--- src/rtl/common_pkg.sv ---
// Shared bus-master definitions: Wishbone widths, the RAM window base, a time-to-cycles
// helper and the one-hot state type reused by every bus master in the design.
package common_pkg;

  localparam int WB_ADDR_WIDTH = 16;
  localparam int DATA_WIDTH    = 8;

  localparam logic [WB_ADDR_WIDTH-1:0] WB_RAM_BASE = 16'h4000;

  typedef enum logic [2:0] {
    WB_IDLE = 3'b001,
    WB_REQ  = 3'b010,
    WB_WAIT = 3'b100
  } wb_master_state_t;

  // Rounds up so a delay is never shorter than requested.
  function automatic int ns_to_cycles(input int ns, input int clk_mhz);
    return (ns * clk_mhz + 999) / 1000;
  endfunction

endpackage

--- src/rtl/wb_cmd_master.sv ---
// Single-beat Wishbone B4 pipelined master: one command becomes one bus cycle, with
// stall/ack handling, read-data return and a timeout against a slave that never acks.
module wb_cmd_master
  import common_pkg::*;
#(
  parameter int TIMEOUT_CYCLES = 16
) (
  input  logic                     wb_clock_i,
  input  logic                     wb_reset_i,
  input  logic                     cmd_valid_i,
  output logic                     cmd_ready_o,
  input  logic                     cmd_we_i,
  input  logic [WB_ADDR_WIDTH-1:0] cmd_addr_i,
  input  logic [DATA_WIDTH-1:0]    cmd_data_i,
  output logic                     rsp_valid_o,
  output logic [DATA_WIDTH-1:0]    rsp_data_o,
  output logic                     rsp_err_o,
  output logic [WB_ADDR_WIDTH-1:0] wb_addr_o,
  output logic [DATA_WIDTH-1:0]    wb_data_o,
  input  logic [DATA_WIDTH-1:0]    wb_data_i,
  output logic                     wb_we_o,
  output logic                     wb_cycle_o,
  output logic                     wb_strobe_o,
  input  logic                     wb_stall_i,
  input  logic                     wb_ack_i,
  output logic [2:0]               dbg_state_o
);

  // Handshake: a command transfers on a clock edge where cmd_valid_i and cmd_ready_o are
  // both 1; rsp_valid_o is a one-cycle pulse with no back-pressure.
  localparam logic [7:0] LP_LAST_CNT = 8'(TIMEOUT_CYCLES - 1);

  wb_master_state_t r_state, w_state;

  logic                     r_cmd_ready, w_cmd_ready;
  logic                     r_rsp_valid, w_rsp_valid;
  logic                     r_rsp_err, w_rsp_err;
  logic [DATA_WIDTH-1:0]    r_rsp_data, w_rsp_data;
  logic [WB_ADDR_WIDTH-1:0] r_addr, w_addr;
  logic [DATA_WIDTH-1:0]    r_data, w_data;
  logic                     r_we, w_we;
  logic                     r_cyc, w_cyc;
  logic                     r_stb, w_stb;
  logic [7:0]               r_cnt, w_cnt;
  logic [7:0]               w_cnt_inc;
  logic                     w_done_ok;
  logic                     w_done_err;

  assign w_cnt_inc = (r_cnt == 8'hFF) ? r_cnt : r_cnt + 8'd1;

  always_ff @(posedge wb_clock_i) begin
    if (wb_reset_i) begin
      r_state     <= WB_IDLE;
      r_cmd_ready <= 1'b0;
      r_rsp_valid <= 1'b0;
      r_rsp_err   <= 1'b0;
      r_rsp_data  <= '0;
      r_addr      <= '0;
      r_data      <= '0;
      r_we        <= 1'b0;
      r_cyc       <= 1'b0;
      r_stb       <= 1'b0;
      r_cnt       <= '0;
    end else begin
      r_state     <= w_state;
      r_cmd_ready <= w_cmd_ready;
      r_rsp_valid <= w_rsp_valid;
      r_rsp_err   <= w_rsp_err;
      r_rsp_data  <= w_rsp_data;
      r_addr      <= w_addr;
      r_data      <= w_data;
      r_we        <= w_we;
      r_cyc       <= w_cyc;
      r_stb       <= w_stb;
      r_cnt       <= w_cnt;
    end
  end

  always_comb begin
    w_state     = r_state;
    w_cmd_ready = r_cmd_ready;
    w_rsp_valid = 1'b0;
    w_rsp_err   = 1'b0;
    w_rsp_data  = r_rsp_data;
    w_addr      = r_addr;
    w_data      = r_data;
    w_we        = r_we;
    w_cyc       = r_cyc;
    w_stb       = r_stb;
    w_cnt       = r_cnt;
    w_done_ok   = 1'b0;
    w_done_err  = 1'b0;

    unique case (r_state)
      WB_IDLE: begin
        w_cmd_ready = 1'b1;
        if (r_cmd_ready && cmd_valid_i) begin
          w_cmd_ready = 1'b0;
          w_addr      = cmd_addr_i;
          w_data      = cmd_data_i;
          w_we        = cmd_we_i;
          w_cyc       = 1'b1;
          w_stb       = 1'b1;
          w_cnt       = '0;
          w_state     = WB_REQ;
        end
      end
      WB_REQ: begin
        // An ack only counts once the request itself has been accepted (stall low).
        if (!wb_stall_i && wb_ack_i) begin
          w_done_ok = 1'b1;
        end else if (r_cnt == LP_LAST_CNT) begin
          w_done_err = 1'b1;
        end else begin
          w_cnt = w_cnt_inc;
          if (!wb_stall_i) begin
            w_stb   = 1'b0;
            w_state = WB_WAIT;
          end
        end
      end
      WB_WAIT: begin
        if (wb_ack_i) begin
          w_done_ok = 1'b1;
        end else if (r_cnt == LP_LAST_CNT) begin
          w_done_err = 1'b1;
        end else begin
          w_cnt = w_cnt_inc;
        end
      end
      default: w_state = WB_IDLE;
    endcase

    if (w_done_ok || w_done_err) begin
      w_cyc       = 1'b0;
      w_stb       = 1'b0;
      w_rsp_valid = 1'b1;
      w_rsp_err   = w_done_err;
      w_cmd_ready = 1'b1;
      w_state     = WB_IDLE;
    end
    if (w_done_ok && !r_we) begin
      w_rsp_data = wb_data_i;
    end
    if (w_done_err) begin
      w_rsp_data = '0;
    end
  end

  assign cmd_ready_o = r_cmd_ready;
  assign rsp_valid_o = r_rsp_valid;
  assign rsp_err_o   = r_rsp_err;
  assign rsp_data_o  = r_rsp_data;
  assign wb_addr_o   = r_addr;
  assign wb_data_o   = r_data;
  assign wb_we_o     = r_we;
  assign wb_cycle_o  = r_cyc;
  assign wb_strobe_o = r_stb;
  assign dbg_state_o = r_state;

endmodule
--- config.mk ---
export PLATFORM = sky130hd
export DESIGN_NAME = wb_cmd_master
export DESIGN_NICKNAME = d
export VERILOG_FILES = /design/src/rtl/common_pkg.sv /design/src/rtl/wb_cmd_master.sv
export SDC_FILE = /design/constraint.sdc
export NUM_CORES = 1
export LEC_CHECK = 0
export CORE_MARGIN = 1
export CORE_UTILIZATION = 35
export DETAILED_ROUTE_END_ITERATION = 10
export GPL_TIMING_DRIVEN = 1
export HOLD_SLACK_MARGIN = 0.03
export PLACE_DENSITY = 0.66
export SYNTH_ARGS = -nofsm -noshare
export SYNTH_HDL_FRONTEND = slang
export SYNTH_SLANG_ARGS = --single-unit
--- constraint.sdc ---
create_clock -name wb_clock_i -period 2.1 [get_ports wb_clock_i]
set_input_delay 0.315 -clock wb_clock_i [delete_from_list [all_inputs] [get_ports wb_clock_i]]
set_output_delay 0.315 -clock wb_clock_i [all_outputs]
set_load 0.05 [all_outputs]
# After elaboration in Yosys (flattened, before gate mapping)
# Cells that the tools add are included.
[totals]
ff_bits = 49
latchBits = 0
ramBits = 0
romBits = 0
input_bits = 38
out_inout_bits = 41
wordCells = 67
mem_count = 0
[op_classes]
add_sub_neg = 1
n_mul = 0
div = 0
n_lt_le_gt_ge = 0
n_eq_ne = 10
shifts = 0
mux = 27
bitwise = 2
reduce_logical = 16
[ops]
columns = ["op", "count"]
rows = [
  ["$mux W8", 5],
  ["$pmux W8 S3", 1],
  ["$mux W1", 13],
  ["$mux W3", 4],
  ["$ne A2 B2 Y1 const B", 5],
  ["$reduce_and A5 Y1", 2],
  ["$pmux W3 S3", 1],
  ["$add A8 B1 Y8 const B", 1],
  ["$eq A8 B4 Y1 const B", 1],
  ["$eq A8 B8 Y1 const B", 1],
  ["$pmux W1 S2", 3],
  ["$reduce_or A2 Y1", 3],
  ["$reduce_and A4 Y1", 1],
  ["$reduce_bool A2 Y1", 2],
  ["$eq A3 B1 Y1 const B", 1],
  ["$eq A3 B2 Y1 const B", 1],
  ["$eq A3 B3 Y1 const B", 1],
  ["$logic_and A1 B1 Y1", 3],
  ["$reduce_bool A3 Y1", 1],
  ["$logic_not A1 Y1", 2],
  ["$not A1 Y1", 2],
  ["$reduce_and A2 Y1", 1],
  ["$logic_or A1 B1 Y1", 1],
]

# Depth between registers and ports, before layout
# Gate-level depths: netlist of the first run.
[logic_depth]
word_depth = 7
mapped_depth = 6
mapped_depth_nobuf = 5

# Least setup slack after synthesis of the first run
# Ideal clock, no wire load.
[synth_path]
kind = "reg-to-reg"
from = "register r_state[0], in the netlist dbg_state_o[0]"
to = "register r_cnt[1]"
setup_time_ns = 0.139
arrival_ns = 1.819
t_required_ns = 1.961
path_slack_ns = 0.142
path_stages_with_launch = 7
path_buffers = 2
synth_period_minus_slack_ns = 1.958
cell_sequence = "dfxtp_1 buf_2 nand2b_1 a21oi_2 buf_4 o311ai_0 o41ai_2"
[synth_between]
elab_chain_cells = 3
word_cells_on_any_way = 9
classes_between = "eq/ne (6); mux (1); reduce/logical (2)"
[synth_lines]
columns = ["item", "line", "source"]
rows = [
  ["start, declared", "wb_cmd_master.sv:33", "wb_master_state_t r_state, w_state;"],
  ["start signal, assigned", "wb_cmd_master.sv:65", "r_state <= w_state;"],
  ["$eq A3 B3 Y1 (tied with other cells)", "wb_cmd_master.sv:94", "unique case (r_state)"],
  ["$ne A2 B2 Y1 (no line) / $reduce_bool A3 Y1 (equally long branches)", "--", ""],
  ["$reduce_and A4 Y1 (no line)", "--", ""],
  ["end signal, assigned", "wb_cmd_master.sv:75", "r_cnt <= w_cnt;"],
  ["end, declared", "wb_cmd_master.sv:44", "logic [7:0] r_cnt, w_cnt;"],
]
# Parallel ways exist; a longest one is shown, timed or not.
# A chain may end at the register's enable or synchronous reset.

# Worst setup path in the final report of the first run
[layout_path]
from = "register r_state[1], in the netlist dbg_state_o[1]"
to = "output dbg_state_o[1]"
[layout_lines]
columns = ["item", "line", "source"]
rows = [
  ["end, declared", "wb_cmd_master.sv:26", "output logic [2:0] dbg_state_o"],
]
# No word-level cell between the ends.

==> implementation parameters, run 1 <==
Parameter                              Value

Pwr
  Clock power frac    33.1%
  Power density normalized to cell area    659 mW/mm^2
  Reg power frac    approximately 48%
  Leakage dissipation    1.08 nW
  Post-layout power    2.05 mW
  Internal power    roughly 1.5 mW
  Net Switching    0.571 mW
  Sw frac    27.8%
  Worst ir drop on vdd    342 uV
  Logic gate share of total power    between 10% and 20%

Placement
  Dpl cell area    0.00300 mm^2
  Detailed Place HPWL    3850 um
  Count of buffers inserted at the top-level ports    78
  Global placer's final weighted congestion    0.920

Worst setup path
  Crit path DAT    1.63 ns
  Critical path endpoint category    output port
  Critical-path cell with the highest stage delay    sky130_fd_sc_hd__clkdlybuf4s50_1
  Worst path max stage delay    about 0.86 ns
  Kind of start point of the critical path    register
  Sum of buffers and inverters on the critical path    1
  CP required    1.78 ns
  WS Path Type    register to output port
  Highest fanout seen on the critical path    6
  Cell breakdown of the critical path    clkdlybuf4s50_1
  Gate family responsible for the most delay along the worst path    buffers and inverters

Clock network
  Number of buffers on the longest clock path    2
  TritonCTS Buffers    5
  Clk Latency, worst-skew pair    around 0.30 ns
  Clock tree from TritonCTS    done
  CTS clk-pin slew, worst paths    0.09 ns
  H-tree depth    2
  Post-cts hold buffer count    0
  Number of sinks on the clock net    49
  Clock Root Buffer    sky130_fd_sc_hd__clkbuf_8

Synthesis
  Multiplexer share of the synthesized area    0%
  FFs w/ async S/R, synth    0%
  Cell types occupying the most area after synthesis    sky130_fd_sc_hd__dfxtp_1, sky130_fd_sc_hd__nand2_1, sky130_fd_sc_hd__a21oi_1
  Yosys synthesis warning count    0
  Number of distinct library cells after synthesis    53
  Compound-Gate Fraction of Synth Area    about a quarter
  Synthesized net count    283
  Number of synthesized register bits    49
  Prevailing post-synth register cell    sky130_fd_sc_hd__dfxtp_1
  Post-synthesis cell count    244
  Main combinational cell family by area after synthesis    simple AND/OR/NAND/NOR gates
  Post-synthesis share of cell area spent on full adders, half adders and majority gates    0.595%
  Portion of synthesized cell area occupied by the leading cell type    about 47%
  Post-synthesis cell type with the largest combined area    sky130_fd_sc_hd__dfxtp_1
  Post-synthesis share of cell area spent on and, or, nand and nor gates    24.9%
  Count of flip-flops with a built-in enable after synthesis    0
  Mapped Avg Cell Area    8.62 um^2
  Parity-gate share of the synthesized area counting xor and xnor cells    less than 1%
  Mapped cell area    0.00210 mm^2
  Proportion of synthesized chip area in sequential cells    between 40% and 50%

Detailed routing
  Routed wire length    5350 um
  Average wire per standard cell    13.4 um
  1st-iter DRT viols    108
  DRC errors left    0
  Router iterations before antenna repair    4
  DRT antenna net count    0
  Total vias in the final route    2069
  Via density    5.19

Floorplanning
  Floorplan die area    ~0.0063 mm^2
  Total I/O pin count    a little under 80
  Starting utilization of the core area    37.3%
  Floorplan die width    79.5 um
  Height of the die    just under 80 um
  Standard cell core area    0.00564 mm^2
  Number of core rows    27

GRT
  Pin count of the biggest net entering global routing    28
  GRT Resource Usage Total    17.9%
  Global-route wire length before repair    8960 um
  Number of global-route vias before repair    1962
  Leftover overflow at the end of global routing    0
  Initial antenna violation count    0

STA
  Crit share post-route    92.6%
  Layout Skew    0.00605 ns
  Unrepaired setup endpoints after global routing    no
  Headroom to the max-slew limit    56.2%
  Setup-failing EPs final    0
  Final-layout setup total negative slack    0 ns
  Actual transition at the worst max-transition pin    approximately 0.65 ns
  Max Fclk    ~0.5 GHz
  Final max-slew violation count    0
  Post-layout minimum cycle time    about 1.9 ns
  Final Hold Vio Count    0

Finish
  Nets    365
  Share of the core filled with cells    55.2%
  Summed area of non-filler cells in the final layout    0.00312 mm^2
  Sequential standard cell area    slightly below 0.001 mm^2
  Filler Cells Inserted    526
  Number of diodes    0
  Area delta synth->final    48.2%
  Share of final-layout standard cells stronger than drive strength 1    9.79%
  Total area of multi-input combinational cells    0.00104 mm^2

Hold path
  Hold crit path type    register to register

Run
  Count of maximum capacitance violations    0

Outcome
  Run status    complete, no violations
-- power by group through the flow --
stage          Combinational (mW)  Sequential [mW]  Clock (mW)
2_1_floorplan               0.103             1.12           0
3_3_place_gp                0.390             1.01           0
3_5_place_dp                0.391             1.01           0
4_1_cts                     0.392            0.986       0.701
5_1_grt                     0.416            0.991       0.746
6_report                    0.390            0.985       0.679
-- path summary, 6_finish.rpt --
kind,start,endpoint,slack (ns),cells past startpoint
worst min register to register,wb_addr_o[9]$_SDFFE_PP0P_,wb_addr_o[9]$_SDFFE_PP0P_,0.46,2
worst max-delay path,dbg_state_o[1]$_SDFFE_PP0P_,dbg_state_o[1],0.16,1
worst min-delay path,wb_addr_o[9]$_SDFFE_PP0P_,wb_addr_o[9]$_SDFFE_PP0P_,0.46,2
worst max register to register,r_cnt[0]$_SDFFE_PP0P_,dbg_state_o[2]$_SDFFE_PP0P_,0.22,5
-- area by class of cell --
type	instances	share of cell area, %
Multi-Input combinational cell	177	33.4
Tap cell	72	2.89
Clock inverter	3	1.41
Timing Repair Buffer	89	28.1
Sequential cell	49	31.5
Inverter	4	0.482
Clock buffer	5	2.21
-- Yosys cell counts, drive strengths merged (2+ instances only) --
library cell and number:
nand4 2, nor4 2, o21ai 14, clkbuf 7, nand4b 2, dfxtp 49, o211ai 2, buf 7
nand2 62, or3 2, nor3b 4, inv 3, and4 2, nor3 5, nand2b 3, o221a 2
nor2 3, o311ai 3, and3 5, a211oi 2, a2111oi 2, a21oi 34, nand3 7
-- cells in the final DEF (no fill, tap or decap), types with 5 or more instances in the layout --
cell type,netlist,final
sky130_fd_sc_hd__a21oi_1,33,33
sky130_fd_sc_hd__and3_1,5,5
sky130_fd_sc_hd__buf_4,2,11
sky130_fd_sc_hd__clkbuf_8,0,5
sky130_fd_sc_hd__clkdlybuf4s50_1,0,76
sky130_fd_sc_hd__dfxtp_1,49,49
sky130_fd_sc_hd__nand2_1,61,61
sky130_fd_sc_hd__nand3_1,7,7
sky130_fd_sc_hd__nor3_1,5,5
sky130_fd_sc_hd__o21ai_0,14,14
-- tightest hold or removal path: stages (launching register included) --
cell                      delay, ns
sky130_fd_sc_hd__dfxtp_1       0.32
sky130_fd_sc_hd__nand2_1       0.05
sky130_fd_sc_hd__a21oi_1       0.05
-- kinds of logic (layout without fill, tap and decap cells) --
logic type | after synthesis | after routing
buffers and inverters | 18 | 101
AND/OR/NAND/NOR | 103 | 103
flip-flops | 49 | 49
XOR/XNOR | 1 | 1
AO/OA/AOI/OAI | 72 | 72
adder cells (fa/ha/maj) | 1 | 1
-- per-layer routing --
metal / global-route usage (%) / routed length, um / vias up
li1: - / - / 1033
met1: 23.1 / 2350 / 960
met2: 28.3 / 2510 / 68
met3: 4.57 / 391 / 8
met4: 7.45 / 97 / 0
met5: 0 / 0 / -
-- stage by stage --
step                worst slack [ns]  std cells  hold WS [ns]
floorplan                      0.142        244         0.450
global placement               0.146        391         0.441
detailed placement            0.0927        391         0.446
CTS                          0.00635        399         0.460
global route                 0.00264        399         0.481
finish                         0.156        399         0.458
-- state kept, by name, summed over array words and instances (netlist names) --
signal,cells
wb_addr_o,16
r_cnt,8
rsp_data_o,8
wb_data_o,8
dbg_state_o,3
cmd_ready_o,1
rsp_err_o,1
rsp_valid_o,1
wb_cycle_o,1
wb_strobe_o,1
wb_we_o,1
-- what timing repair did --
action	4_1_cts	5_1_grt
gates resized for setup	0	1
hold endpoints to repair	0	0
setup endpoints to repair	0	1
buffers inserted	0	0
Power figures use the tool's default switching activity.
==> inputs of run 2 (changes only) <==
Settings changed: CORE_MARGIN 1 to unset, SLEW_MARGIN set to 20.
==> results of run 2 <==
Same layout as run 1: the final DEF is identical, and so are final timing and power.
==> inputs of run 3 (changes only) <==
Settings changed: CORE_ASPECT_RATIO set to 1.1.
==> implementation parameters, run 3 (synthesis gave the netlist of run 1 again) <==
Parameter                              Value

Worst setup path
  Worst path max stage delay    0.86 ns (about the same)
  Gate family responsible for the most delay along the worst path    buffers and inverters (unchanged)
  Worst reg2reg setup slack    0.28 ns (was 0.22 ns)
  WS Path Type    register to output port (unchanged)
  Cell breakdown of the critical path    clkdlybuf4s50_1 (unchanged)
  CP required    1.78 ns (about the same)
  Sum of buffers and inverters on the critical path    1 (unchanged)
  Kind of start point of the critical path    register (unchanged)
  Critical-path cell with the highest stage delay    sky130_fd_sc_hd__clkdlybuf4s50_1 (unchanged)
  Highest fanout seen on the critical path    6 (unchanged)
  Crit path DAT    1.64 ns (was 1.63 ns)
  Critical path endpoint category    output port (unchanged)

GRT
  Initial antenna violation count    0 (unchanged)
  Number of global-route vias before repair    1892 (was 1962)
  Pin count of the biggest net entering global routing    33 (was 28)
  GRT Resource Usage Total    16.9% (was 17.9%)
  Global-route wire length before repair    8740 um (was 8960 um)
  Leftover overflow at the end of global routing    0 (unchanged)

Finish
  Total area of multi-input combinational cells    0.00104 mm^2 (unchanged)
  Most frequent cells in the layout    sky130_fd_sc_hd__clkdlybuf4s50_1, sky130_fd_sc_hd__nand2_1, sky130_fd_sc_hd__dfxtp_1, sky130_fd_sc_hd__a21oi_1, sky130_fd_sc_hd__o21ai_0 (unchanged)
  Most common library cell in the layout ignoring fill and taps    sky130_fd_sc_hd__clkdlybuf4s50_1 (unchanged)
  Number of diodes    0 (unchanged)
  Filler Cells Inserted    540 (was 526)
  Number of flip-flops in the largest register    16 (unchanged)
  Area delta synth->final    46.6% (was 48.2%)
  Sequential standard cell area    981 um^2 (unchanged)
  Nets    364 (was 365)
  Summed area of non-filler cells in the final layout    0.00308 mm^2 (was 0.00312 mm^2)
  Share of final-layout standard cells stronger than drive strength 1    9.51% (was 9.79%)
  Count of non-filler cells in the finished layout    403 (was 399)
  Share of the core filled with cells    53.5% (was 55.2%)

STA
  Max Fclk    0.512 GHz (was 0.514 GHz)
  Layout Skew    0.00642 ns (was 0.00605 ns)
  Crit share post-route    93.0% (was 92.6%)
  Headroom to the max-slew limit    56.9% (was 56.2%)
  Setup slack after layout    0.147 ns (was 0.156 ns)
  Actual transition at the worst max-transition pin    0.639 ns (was 0.650 ns)
  Post-layout minimum cycle time    1.95 ns (was 1.94 ns)
  Unrepaired setup endpoints after global routing    no (unchanged)
  Final max-slew violation count    0 (unchanged)
  Setup-failing EPs final    0 (unchanged)
  Worst-case hold slack    0.456 ns (was 0.458 ns)
  Final-layout setup total negative slack    0 ns (unchanged)
  Final Hold Vio Count    0 (unchanged)

Detailed routing
  DRC errors left    0 (unchanged)
  Router iterations before antenna repair    4 (unchanged)
  Total vias in the final route    2039 (was 2069)
  Routed wire length    5180 um (was 5350 um)
  Average wire per standard cell    12.8 um (was 13.4 um)
  DRT antenna net count    0 (unchanged)
  1st-iter DRT viols    102 (was 108)
  Via density    5.06 (was 5.19)

Clock network
  Number of buffers on the longest clock path    2 (unchanged)
  Clock tree from TritonCTS    done (unchanged)
  Post-CTS repair timing setup buffer count    0 (unchanged)
  H-tree depth    2 (unchanged)
  TritonCTS Buffers    5 (unchanged)
  Number of instances resized during post-cts repair    0 (unchanged)
  Clk Latency, worst-skew pair    0.30 ns (about the same)
  Clock Root Buffer    sky130_fd_sc_hd__clkbuf_8 (unchanged)
  Number of sinks on the clock net    49 (unchanged)
  CTS clk-pin slew, worst paths    0.09 ns (about the same)
  Post-cts hold buffer count    0 (unchanged)

Pwr
  Post-layout power    1.94 mW (was 2.05 mW)
  Leakage dissipation    1.05 nW (was 1.08 nW)
  Power density normalized to cell area    630 mW/mm^2 (was 659 mW/mm^2)
  Worst ir drop on vdd    345 uV (was 342 uV)

Run
  Count of maximum capacitance violations    0 (unchanged)

Floorplanning
  Standard cell core area    0.00577 mm^2 (was 0.00564 mm^2)
  Floorplan die area    0.00632 mm^2 (about the same)
  Floorplan die width    75.9 um (was 79.5 um)
  Height of the die    83.3 um (was 79.5 um)
  Total I/O pin count    79 (unchanged)
  Starting utilization of the core area    36.5% (was 37.3%)
  Number of core rows    29 (was 27)

Placement
  Post-placement worst setup slack    0.0830 ns (was 0.0927 ns)
  Global placer's final weighted congestion    0.798 (was 0.920)
  Instance count after placement with tap cells included    395 (was 391)
  Detailed Place HPWL    3670 um (was 3850 um)
  Count of buffers inserted at the top-level ports    78 (unchanged)
  Dpl cell area    0.00299 mm^2 (was 0.00300 mm^2)

Outcome
  Run status    complete, no violations (unchanged)

Hold path
  Hold crit path type    register to register (unchanged)
[run 3: layout make-up]
class / instances / share of cell area [%]
Multi-Input combinational cell: 177 / 33.8
Sequential cell: 49 / 31.8
Timing Repair Buffer: 88 / 27.7
Tap cell: 77 / 3.12
Clock buffer: 6 / 2.68
Inverter: 4 / 0.487
Clock inverter: 2 / 0.446
[run 3: layer usage]
metal | up-vias | routed length, um | GRT usage, %
met4 | 0 | 54 | 5.42
met5 | - | 0 | 0
met3 | 8 | 279 | 4.18
met1 | 922 | 2550 | 23.0
met2 | 75 | 2290 | 26.2
li1 | 1034 | - | -
[run 3: report_power, final]
group          switching [mW]  leakage [nW]  internal (mW)
sequential             0.0197         0.398          0.962
combinational           0.224         0.603          0.160
clock                   0.308        0.0512          0.267
total                   0.552          1.05           1.39
[run 3: final timing paths]
kind	depth (start not counted)	end	from
setup / recovery	1	dbg_state_o[1]	dbg_state_o[1]$_SDFFE_PP0P_
hold / removal	2	wb_addr_o[11]$_SDFFE_PP0P_	wb_addr_o[11]$_SDFFE_PP0P_
setup reg to reg	5	dbg_state_o[2]$_SDFFE_PP0P_	r_cnt[0]$_SDFFE_PP0P_
hold reg to reg	2	wb_addr_o[11]$_SDFFE_PP0P_	wb_addr_o[11]$_SDFFE_PP0P_
